**src/rtl/boot_loader.sv**
```systemverilog
`default_nettype none
// ============================================================================
//  Module   : boot_loader
//  Purpose  : Loads a little-endian boot image (32-bit word-count header,
//             then payload words) into the SoC ROM/RAM word write port and
//             holds the core in reset until the image is complete.
//  Option   : BOOT_LOADER_CHECKSUM_EN adds a 4-byte mod-2**32 sum trailer.
//  Revision : 1.0 - initial release
// ============================================================================
module boot_loader #(
  parameter int ADDR_W    = 10,
  parameter int BASE_ADDR = 0
) (
  input  logic              clk,
  input  logic              rst,
  input  logic              start,
  input  logic [7:0]        in_byte,
  input  logic              in_valid,
  output logic              in_ready,
  output logic              mem_we,
  output logic [ADDR_W-1:0] mem_addr,
  output logic [31:0]       mem_wdata,
  output logic              core_rst,
  output logic              busy,
  output logic              done,
  output logic              error,
  output logic [ADDR_W:0]   word_cnt
);

  // Largest legal word count: the full 2**ADDR_W address space.
  localparam logic [32:0]       CAP  = 33'(1) << ADDR_W;
  localparam logic [ADDR_W-1:0] BASE = ADDR_W'(BASE_ADDR);

  typedef enum logic [2:0] {
    S_IDLE  = 3'd0,
    S_HDR   = 3'd1,
    S_DATA  = 3'd2,
    S_WRITE = 3'd3,
    S_SUM   = 3'd4,
    S_DONE  = 3'd5,
    S_ERR   = 3'd6
  } state_t;

  state_t      state, next_state;
  logic [1:0]  byte_idx;
  logic [31:0] word_q;
  logic [31:0] len_q;
  logic [31:0] full_word;
  logic        last_byte;
  logic        start_ok;
`ifdef BOOT_LOADER_CHECKSUM_EN
  logic [31:0] sum_q;
`endif

  // Word as it will look once the byte currently on the bus lands in lane 3.
  assign full_word = {in_byte, word_q[23:0]};
  assign last_byte = in_valid && (byte_idx == 2'd3);
  assign start_ok  = start && (state == S_IDLE || state == S_DONE || state == S_ERR);

  assign mem_wdata = word_q;
  assign mem_addr  = BASE + word_cnt[ADDR_W-1:0];

  // State, byte assembly, counters and the registered core reset.
  always_ff @(posedge clk or posedge rst) begin
    if (rst) begin
      state    <= S_IDLE;
      byte_idx <= 2'd0;
      word_q   <= 32'd0;
      len_q    <= 32'd0;
      word_cnt <= '0;
      core_rst <= 1'b1;
`ifdef BOOT_LOADER_CHECKSUM_EN
      sum_q    <= 32'd0;
`endif
    end else begin
      state    <= next_state;
      // Core leaves reset one cycle after DONE is entered.
      core_rst <= (state != S_DONE);
      if (start_ok) begin
        byte_idx <= 2'd0;
        word_cnt <= '0;
`ifdef BOOT_LOADER_CHECKSUM_EN
        sum_q    <= 32'd0;
`endif
      end
      if (in_valid && in_ready) begin
        word_q[{byte_idx, 3'b000} +: 8] <= in_byte;
        byte_idx                        <= byte_idx + 2'd1;
      end
      if (state == S_HDR && last_byte) begin
        len_q <= full_word;
      end
      if (state == S_WRITE) begin
        word_cnt <= word_cnt + 1'b1;
`ifdef BOOT_LOADER_CHECKSUM_EN
        sum_q    <= sum_q + word_q;
`endif
      end
    end
  end

  // Next-state decode and state-derived handshake/status outputs.
  always_comb begin
    next_state = state;
    in_ready   = 1'b0;
    mem_we     = 1'b0;
    busy       = 1'b0;
    done       = 1'b0;
    error      = 1'b0;
    case (state)
      S_IDLE: begin
        if (start) next_state = S_HDR;
      end
      S_HDR: begin
        in_ready = 1'b1;
        busy     = 1'b1;
        if (last_byte) begin
          if (full_word == 32'd0) begin
`ifdef BOOT_LOADER_CHECKSUM_EN
            next_state = S_SUM;
`else
            next_state = S_DONE;
`endif
          end else if ({1'b0, full_word} > CAP) begin
            next_state = S_ERR;
          end else begin
            next_state = S_DATA;
          end
        end
      end
      S_DATA: begin
        in_ready = 1'b1;
        busy     = 1'b1;
        if (last_byte) next_state = S_WRITE;
      end
      S_WRITE: begin
        mem_we = 1'b1;
        busy   = 1'b1;
        if (32'(word_cnt) + 32'd1 < len_q) begin
          next_state = S_DATA;
        end else begin
`ifdef BOOT_LOADER_CHECKSUM_EN
          next_state = S_SUM;
`else
          next_state = S_DONE;
`endif
        end
      end
`ifdef BOOT_LOADER_CHECKSUM_EN
      S_SUM: begin
        in_ready = 1'b1;
        busy     = 1'b1;
        if (last_byte) next_state = (full_word == sum_q) ? S_DONE : S_ERR;
      end
`endif
      S_DONE: begin
        done = 1'b1;
        if (start) next_state = S_HDR;
      end
      S_ERR: begin
        error = 1'b1;
        if (start) next_state = S_HDR;
      end
      default: next_state = S_IDLE;
    endcase
  end

endmodule
`default_nettype wire

```
**config.mk**
```make
export PLATFORM = sky130hd
export DESIGN_NAME = boot_loader
export DESIGN_NICKNAME = d
export VERILOG_FILES = /design/src/rtl/boot_loader.sv
export SDC_FILE = /design/constraint.sdc
export NUM_CORES = 1
export LEC_CHECK = 0
export ABC_CLOCK_PERIOD_IN_PS = 3000
export CAP_MARGIN = 20
export CORE_UTILIZATION = 53
export CTS_CLUSTER_DIAMETER = 120
export DETAILED_ROUTE_END_ITERATION = 6
export HOLD_SLACK_MARGIN = 0.02
export PLACE_DENSITY = 0.9
export SYNTH_ARGS = -nofsm -noshare
export SYNTH_HDL_FRONTEND = slang
export SYNTH_SLANG_ARGS = --single-unit
```
**constraint.sdc**
```tcl
create_clock -name clk -period 3 [get_ports clk]
set_clock_uncertainty 0.05 [all_clocks]
set_input_delay 0.3 -clock clk [delete_from_list [all_inputs] [get_ports clk]]
set_output_delay 0.3 -clock clk [all_outputs]
set_load 0.02 [all_outputs]
```
Word level (Yosys, flattened, before mapping)
Index checks and enable logic that the tools add are counted.
{"block": "word_totals", "mem_bits_ro": 0, "register_bits": 81, "mem_bits_rw": 0, "memories": 0, "latch_bits": 0, "wordCells": 55, "in_bits": 12}
{"block": "op_classes", "mux": 17, "n_div": 0, "order_cmp": 2, "n_addsub": 4, "n_eq_ne": 10, "bitwise": 0, "n_reduce_logical": 14, "n_mul": 0, "shift": 2}
{"op": "$bwmux 32", "count": 1}
{"op": "$gt 32x11->1 const B", "count": 1}
{"op": "$logic_not 32->1", "count": 1}
{"op": "$lt 12x32->1", "count": 1}
{"op": "$shift 8x7->32 const A", "count": 1}
{"op": "$shiftx 8x7->32", "count": 1}
{"op": "$mux 11", "count": 2}
{"op": "$mux 3", "count": 6}
{"op": "$add 11x1->12 const B", "count": 1}
{"op": "$pmux 3 s4", "count": 1}
{"op": "$add 11x1->11 const B", "count": 1}
{"op": "$neg 5->7", "count": 1}
{"op": "$eq 3x2->1 const B", "count": 2}
{"op": "$eq 3x3->1 const B", "count": 2}
{"op": "$reduce_or 3->1", "count": 2}
{"op": "$mux 1", "count": 5}
{"op": "$logic_and 1x1->1", "count": 4}
{"op": "$mux 2", "count": 2}
{"op": "$ne 2x2->1 const B", "count": 2}
{"op": "$reduce_bool 2->1", "count": 2}
{"op": "$eq 3x1->1 const B", "count": 1}
{"op": "$logic_not 3->1", "count": 1}
{"op": "$ne 3x3->1 const B", "count": 1}
{"op": "$reduce_and 3->1", "count": 1}
{"op": "5 further kinds", "count": 6}

Depth between registers and ports, before layout
Gate-level depths: netlist (run 1).
{"block": "logic_depth", "ltp_word": 6, "ltp_mapped": 11, "mapped_depth_nobuf": 11}

Worst setup path after synthesis (run 1)
Ideal clock, no wire load.
{"block": "synth_timing", "path_kind": "flip-flop to flip-flop", "from": "register word_cnt[0]", "to": "register state[2]", "required_time_ns": 2.882, "path_slack_ns": 0.387, "path_stages_with_launch": 11, "setup_time_ns": 0.068, "arrival_time_ns": 2.495, "cell_sequence": "dfrtp_1 ha_1 nand3_1 nor2_1 nand3_1 xnor2_1 ha_1 and4_1 a41oi_1 a311o_1 nand3_1"}
{"block": "synth_via", "elab_chain_cells": 4}
{"item": "start, declared", "line": "27", "text": "output logic [ADDR_W:0] word_cnt"}
{"item": "start signal, assigned", "line": "94", "text": "word_cnt <= word_cnt + 1'b1;"}
{"item": "$add 11x1->12", "line": "139", "text": "if (32'(word_cnt) + 32'd1 < len_q) begin"}
{"item": "$lt 12x32->1", "line": "139"}
{"item": "$mux 3", "line": "139"}
{"item": "$pmux 3 s4", "line": "110", "text": "case (state)"}
{"item": "end signal, assigned", "line": "76", "text": "state <= next_state;"}
{"item": "end, declared", "line": "44", "text": "state_t state, next_state;"}
Every way passes these cells.
A chain may end at the register's enable or synchronous reset.

Final worst setup path (run 1)
{"block": "layout_timing", "from": "register word_cnt[1]", "to": "register state[2]"}
Same word-level chain as after synthesis.

==> flow_summary_export.csv, run 1 <==
group,metric,value,unit
status,status,"finished, final reports clean",
yosys,ys.flop_type,"dfrtp_1",
route,vias_per_cell,5.85,
power,power.total,0.00532,W
finish,antennaDiodeCount,0,
setup_path,required,3250,ps
cts,clock-sinks,81,
floorplanning,start_util,55.3,%
cts,path_clk_slew,90,ps
flow_run,drv_cap,0,
yosys,avgSynthCellArea,9.68,um2
setup_path,worstSetupPathType,"flop to flop",
global_route,grt_pass1_wl,16.1,mm
cts,cts_resized,0,
global_route,antenna_found_initial,0,
route,antenna_left,0,
route,wirelength,10.3,mm
floorplanning,coreArea,0.00733,mm2
hold_path,hold_class,"primary input to async pin",
yosys,yosysSeqAreaShare,50.0,%
cts,cts_buffers,9,
setup_path,cpPeakStageDelay,460,ps
route,dr.pass1.iters,5,
setup_path,worst_setup_path_start_kind,"flop",
timing,maxSlewViolCount,0,
setup_path,slowest_stage,"dfrtp_1",
yosys,synth_edf_count,0,
yosys,syn_inst,419,
setup_path,cp_max_fo,6,
cts,h-tree-depth,3,
placed_design,dp_hpwl,7.15,mm
setup_path,cp_common_cell,"nand3_1",
yosys,synth_top_area_share,49.4,%
yosys,synth.top_cells.by_count,"nand2_1 (99), dfrtp_1 (80), o21ai_0 (60), inv_1 (21), ha_1 (17)",
global_route,overflow,0,
global_route,grt_max_degree,38,
route,drc_errors,0,
placed_design,port_buffers,70,
timing,tightest_slew,903,ps
yosys,synth_top_area_cell,"dfrtp_1",
setup_path,ff2ff_path_depth,10,
timing,relSlewSlack,39.3,%
timing,setup_tns,0,ps
route,drtIter0Drc,302,
route,routedWlPerCell,17.7,um
yosys,ys_ff_latch,81,
timing,finalSetupViolations,0,
yosys,syn-cell-area,0.00406,mm2
yosys,synth_cell_types,42,
cts,cts_tree,"built",
setup_path,critPathArrivalTime,3090,ps
placed_design,gp_congestion,0.898,
setup_path,cp-end-kind,"flop",
global_route,grt_pass1_vias,3265,
yosys,yosysWarningCount,0,
cts,clk_path_buf_depth,2,
floorplanning,rows,31,
route,vias,3417,
power,power_density,1060,mW/mm2
floorplanning,dieArea,0.00800,mm2
finish,drive_gt1_share,9.07,%
global_route,track_usage,27.4,%
floorplanning,die_w,89.5,um
floorplanning,fp.dieH,89.5,um
timing,max_clock_freq,352,MHz
timing,finalCriticalPeriod,2840,ps
yosys,postSynth.asyncResetShare,100,%
timing,timing.hold.ws,244,ps
timing,fin_crit_sh,94.6,%
yosys,yosysMostFrequentCell,"nand2_1",
timing,rsz0062_at_grt,"false",
finish,area_delta_synth_final,23.4,%
cts,cts_root_buf,"clkbuf_8",
yosys,yosys-top-cells-area,"dfrtp_1 (49%), nand2_1 (9.2%), o21ai_0 (7.4%), ha_1 (5.2%), mux2_4 (3.7%)",
cts,hold_buffers,0,
cts,post_cts_buffers,0,
yosys,synthesis.nets,448,
power,ir_worst_vdd,648,uV
finish,fin_nets,509,
power,p_leak,2.15,nW
setup_path,path_cells,"ha_1, nand3_1, nor2_2, nand3_1, xnor2_1, ha_1, and4_1, a41oi_1, a311o_1, nand3_1",
floorplanning,io_pins,71,
timing,final-hold-violation-count,0,
cts,insertion_delay,360,ps
==> final cells by class <==
type | count | area (um2)
fillers | 485 | 2330
flip-flops and latches | 81 | 2030
multi-input cells | 291 | 1790
repair buffers | 76 | 758
clock buffers | 9 | 124
well taps | 99 | 124
clock inverters | 7 | 100
inverters | 21 | 78.8
==> registers in the layout, summed over array words and instances, names as in the netlist <==
name	count
byte_idx	2
state	3
word_cnt	11
len_q	32
core_rst	1
mem_wdata	32
==> final timing paths <==
check / start / end / slack (ps)
max: word_cnt[1] / state[2] / 160
min: rst / mem_wdata[16] / 240
max reg2reg: word_cnt[1] / state[2] / 160
min reg2reg: mem_wdata[24] / mem_wdata[24] / 450
max in group asynchronous: rst / mem_wdata[13] / 1970
min in group clk: mem_wdata[24] / mem_wdata[24] / 450
==> metal layers <==
layer	global-route usage (%)	routed length (um)	part of all wire, %
met5	0	0	0
met4	10.5	275	2.7
met3	7.76	909	8.8
met2	43.9	5040	49
met1	35.7	4080	40
==> kinds of logic after synthesis <==
family | count (synthesis) | synth area share, %
AO/OA/AOI/OAI | 83 | 11.6
XOR/XNOR | 11 | 2.38
adder cells (fa/ha/maj) | 17 | 5.25
buffers and inverters | 47 | 6.05
flip-flops | 81 | 50.0
multiplexers | 23 | 7.25
AND/OR/NAND/NOR | 157 | 17.5
==> cells in the final DEF, fill, tap and decap left out, drive strengths merged, types with 7 or more instances in the layout <==
master,n
nor2,10
nand2,99
dfrtp,80
o31ai,7
clkbuf,9
inv,24
o21ai,60
ha,17
clkdlybuf4s50,70
nand3,14
mux2,21
nor4,15
xor2,7
==> stage by stage <==
step	setup WS (ps)	util, %	instance area, um2	instances
after floorplan	387	-	4060	419
after global placement	415	65.1	4770	568
after detailed placement	156	65.1	4770	568
after CTS	118	68.1	4990	584
after global routing	2.11	68.3	5000	584
final	162	68.3	5000	584
==> critical path: cells and delay by family, from the launching register on <==
| kind | cells | cell delay (ps) |
|---|---|---|
| adder cells (fa/ha/maj) | 2 | 560 |
| flip-flops | 1 | 460 |
| XOR/XNOR | 1 | 160 |
| AO/OA/AOI/OAI | 2 | 580 |
| AND/OR/NAND/NOR | 5 | 960 |
==> report_power, final <==
part	internal (W)	switching, W
combinational	0.00110	0.00143
clock	0.000477	0.000418
sequential	0.00148	0.000415
Power figures use the tool's default switching activity.
==> run 2: changes to the inputs <==
- PLACE_DENSITY: 0.9 -> unset
- PLACE_DENSITY_LB_ADDON: unset -> 0.08
==> run 2 against run 1 <==
Compared with the run above:
- cell area grew 1.1%
- critical endpoint is now state[1]
- hold slack better by 39 ps
- sequential share of layout area is 0.44 points lower
- highest routed layer unchanged
- critical path depth fell by 1
- routed wire length shrank 11%
- utilization is 0.75 points higher
- via count is 4.7% lower
- setup slack better by 120 ps
- clock-buffer cell count grew 1
- clock power grew 5.9%
- maximum frequency grew 4.3%
- global-route usage decreased by 1.2 points
==> flow_summary_export.csv, run 2 (same netlist as run 1, synthesis figures left out) <==
group,metric,value,unit
finish,drive_gt1_share,9.82,%
timing,max_clock_freq,368,MHz
timing,rsz0062_at_grt,"false",
finish,fin_nets,514,
cts,clock-sinks,81,
cts,path_clk_slew,80,ps
route,vias,3256,
placed_design,placed_cell_area,0.00481,mm2
floorplanning,coreArea,0.00733,mm2
setup_path,cpPeakStageDelay,440,ps
power,ir_worst_vdd,479,uV
setup_path,slowest_stage,"dfrtp_1",
flow_run,drv_cap,0,
finish,final_cell_mix,"nand2_1 (99), dfrtp_1 (79), clkdlybuf4s50_1 (70)",
setup_path,worst_setup_path_start_kind,"flop",
setup_path,cp_common_cell,"ha_1",
timing,timing.hold.ws,283,ps
setup_path,cp_max_fo,6,
cts,cts_buffers,9,
route,antenna_left,0,
route,drtIter0Drc,224,
route,vias_per_cell,5.54,
floorplanning,rows,31,
setup_path,cp_top_family,"simple AND/OR/NAND/NOR gates",
placed_design,dp_hpwl,6.50,mm
timing,setup_tns,0,ps
route,routedWlPerCell,15.6,um
floorplanning,start_util,55.3,%
timing,fin_crit_sh,90.7,%
placed_design,port_buffers,70,
setup_path,path_buf_inv,0,
setup_path,cp-end-kind,"flop",
global_route,grt_pass1_wl,15.5,mm
finish,area_delta_synth_final,24.8,%
floorplanning,dieArea,0.00800,mm2
finish,layout_commonest_cell,"nand2_1",
setup_path,rrSetupSlack,280,ps
cts,clk_path_buf_depth,2,
global_route,grt_pass1_vias,3141,
setup_path,critPathArrivalTime,2910,ps
power,power.total,0.00532,W
timing,finalCriticalPeriod,2720,ps
finish,finalInstanceArea,0.00506,mm2
global_route,track_usage,26.2,%
setup_path,worstSetupPathType,"flop to flop",
placed_design,gp_congestion,0.820,
cts,post_cts_buffers,0,
route,wirelength,9.20,mm
timing,tightest_slew,800,ps
global_route,antenna_found_initial,0,
setup_path,required,3190,ps
floorplanning,die_w,89.5,um
hold_path,hold_class,"primary input to async pin",
power,p_leak,2.18,nW
setup_path,path_cells,"ha_1, nand3_1, nor4_2, xor2_1, ha_1, and4_1, a41oi_1, a311oi_1, o31ai_1",
finish,antennaDiodeCount,0,
route,dr.pass1.iters,4,
global_route,grt_max_degree,54,
route,drc_errors,0,
timing,final-hold-violation-count,0,
cts,cts_root_buf,"clkbuf_8",
cts,h-tree-depth,3,
status,status,"finished, final reports clean",
floorplanning,fp.dieH,89.5,um
power,power_density,1050,mW/mm2
timing,relSlewSlack,46.3,%
cts,insertion_delay,340,ps
cts,cts_tree,"built",
timing,maxSlewViolCount,0,
timing,finalSetupViolations,0,
floorplanning,io_pins,71,
cts,hold_buffers,0,
global_route,overflow,0,
==> run 2: cell count changes in the layout (fill, tap and decap cells not counted) <==
| cell | change |
|---|---|
| clkbuf_8 | +1 |
| inv_6 | -3 |
| buf_4 | +5 |
| bufinv_16 | +1 |
==> run 2: worst min-delay path, cell delays in order <==
cell and delay [ps]:
clkdlybuf4s50_1 410, inv_2 60, buf_4 310
==> run 2: what timing repair did <==
item                                   4_1_cts  5_1_grt
endpoints found under the hold margin        0        0
setup endpoints to repair                    0        3
resized for setup                            0        3
==> run 2: final timing paths <==
check                         startpoint       endpoint  depth (start not counted)
min in group clk           mem_wdata[26]  mem_wdata[26]                          2
max in group asynchronous            rst    word_cnt[0]                          3
hold reg to reg            mem_wdata[26]  mem_wdata[26]                          2
hold / removal                       rst      len_q[24]                          3
setup / recovery             word_cnt[1]       state[1]                          9
setup reg to reg             word_cnt[1]       state[1]                          9
==> run 2: where the power goes <==
| part | leakage, nW | internal, W | total (W) | switching [W] |
|---|---|---|---|---|
| combinational | 0.980 | 0.00112 | 0.00251 | 0.00139 |
| clock | 0.122 | 0.000571 | 0.000948 | 0.000376 |
| sequential | 1.08 | 0.00148 | 0.00186 | 0.000377 |
| total | 2.18 | 0.00317 | 0.00532 | 0.00215 |
==> run 2: routing by layer <==
metal | share of wire [%] | GRT usage [%]
met1 | 44 | 34.6
met2 | 50 | 44.3
met5 | 0 | 0
met3 | 4.4 | 4.16
met4 | 1.3 | 8.51
==> run 2: cell type report <==
cell class | count | area (um2)
multi-input cells | 291 | 1790
fillers | 571 | 2270
clock inverters | 5 | 104
flip-flops and latches | 81 | 2030
clock buffers | 10 | 138
repair buffers | 81 | 796
inverters | 21 | 78.8
well taps | 99 | 124
==> run 2: through the flow <==
| step | utilization, % | std cells | setup slack, ps |
|---|---|---|---|
| floorplan | - | 419 | 387 |
| global placement | 65.6 | 573 | 407 |
| detailed placement | 65.6 | 573 | 279 |
| CTS | 68.9 | 588 | 172 |
| global route | 69.0 | 588 | 11.1 |
| finish | 69.0 | 588 | 280 |
==> run 3: changes to the inputs <==
- SLEW_MARGIN: unset -> 20
- TNS_END_PERCENT: unset -> 100
==> results of run 3 <==
No change in the layout: final DEF, timing and power equal those of run 2.
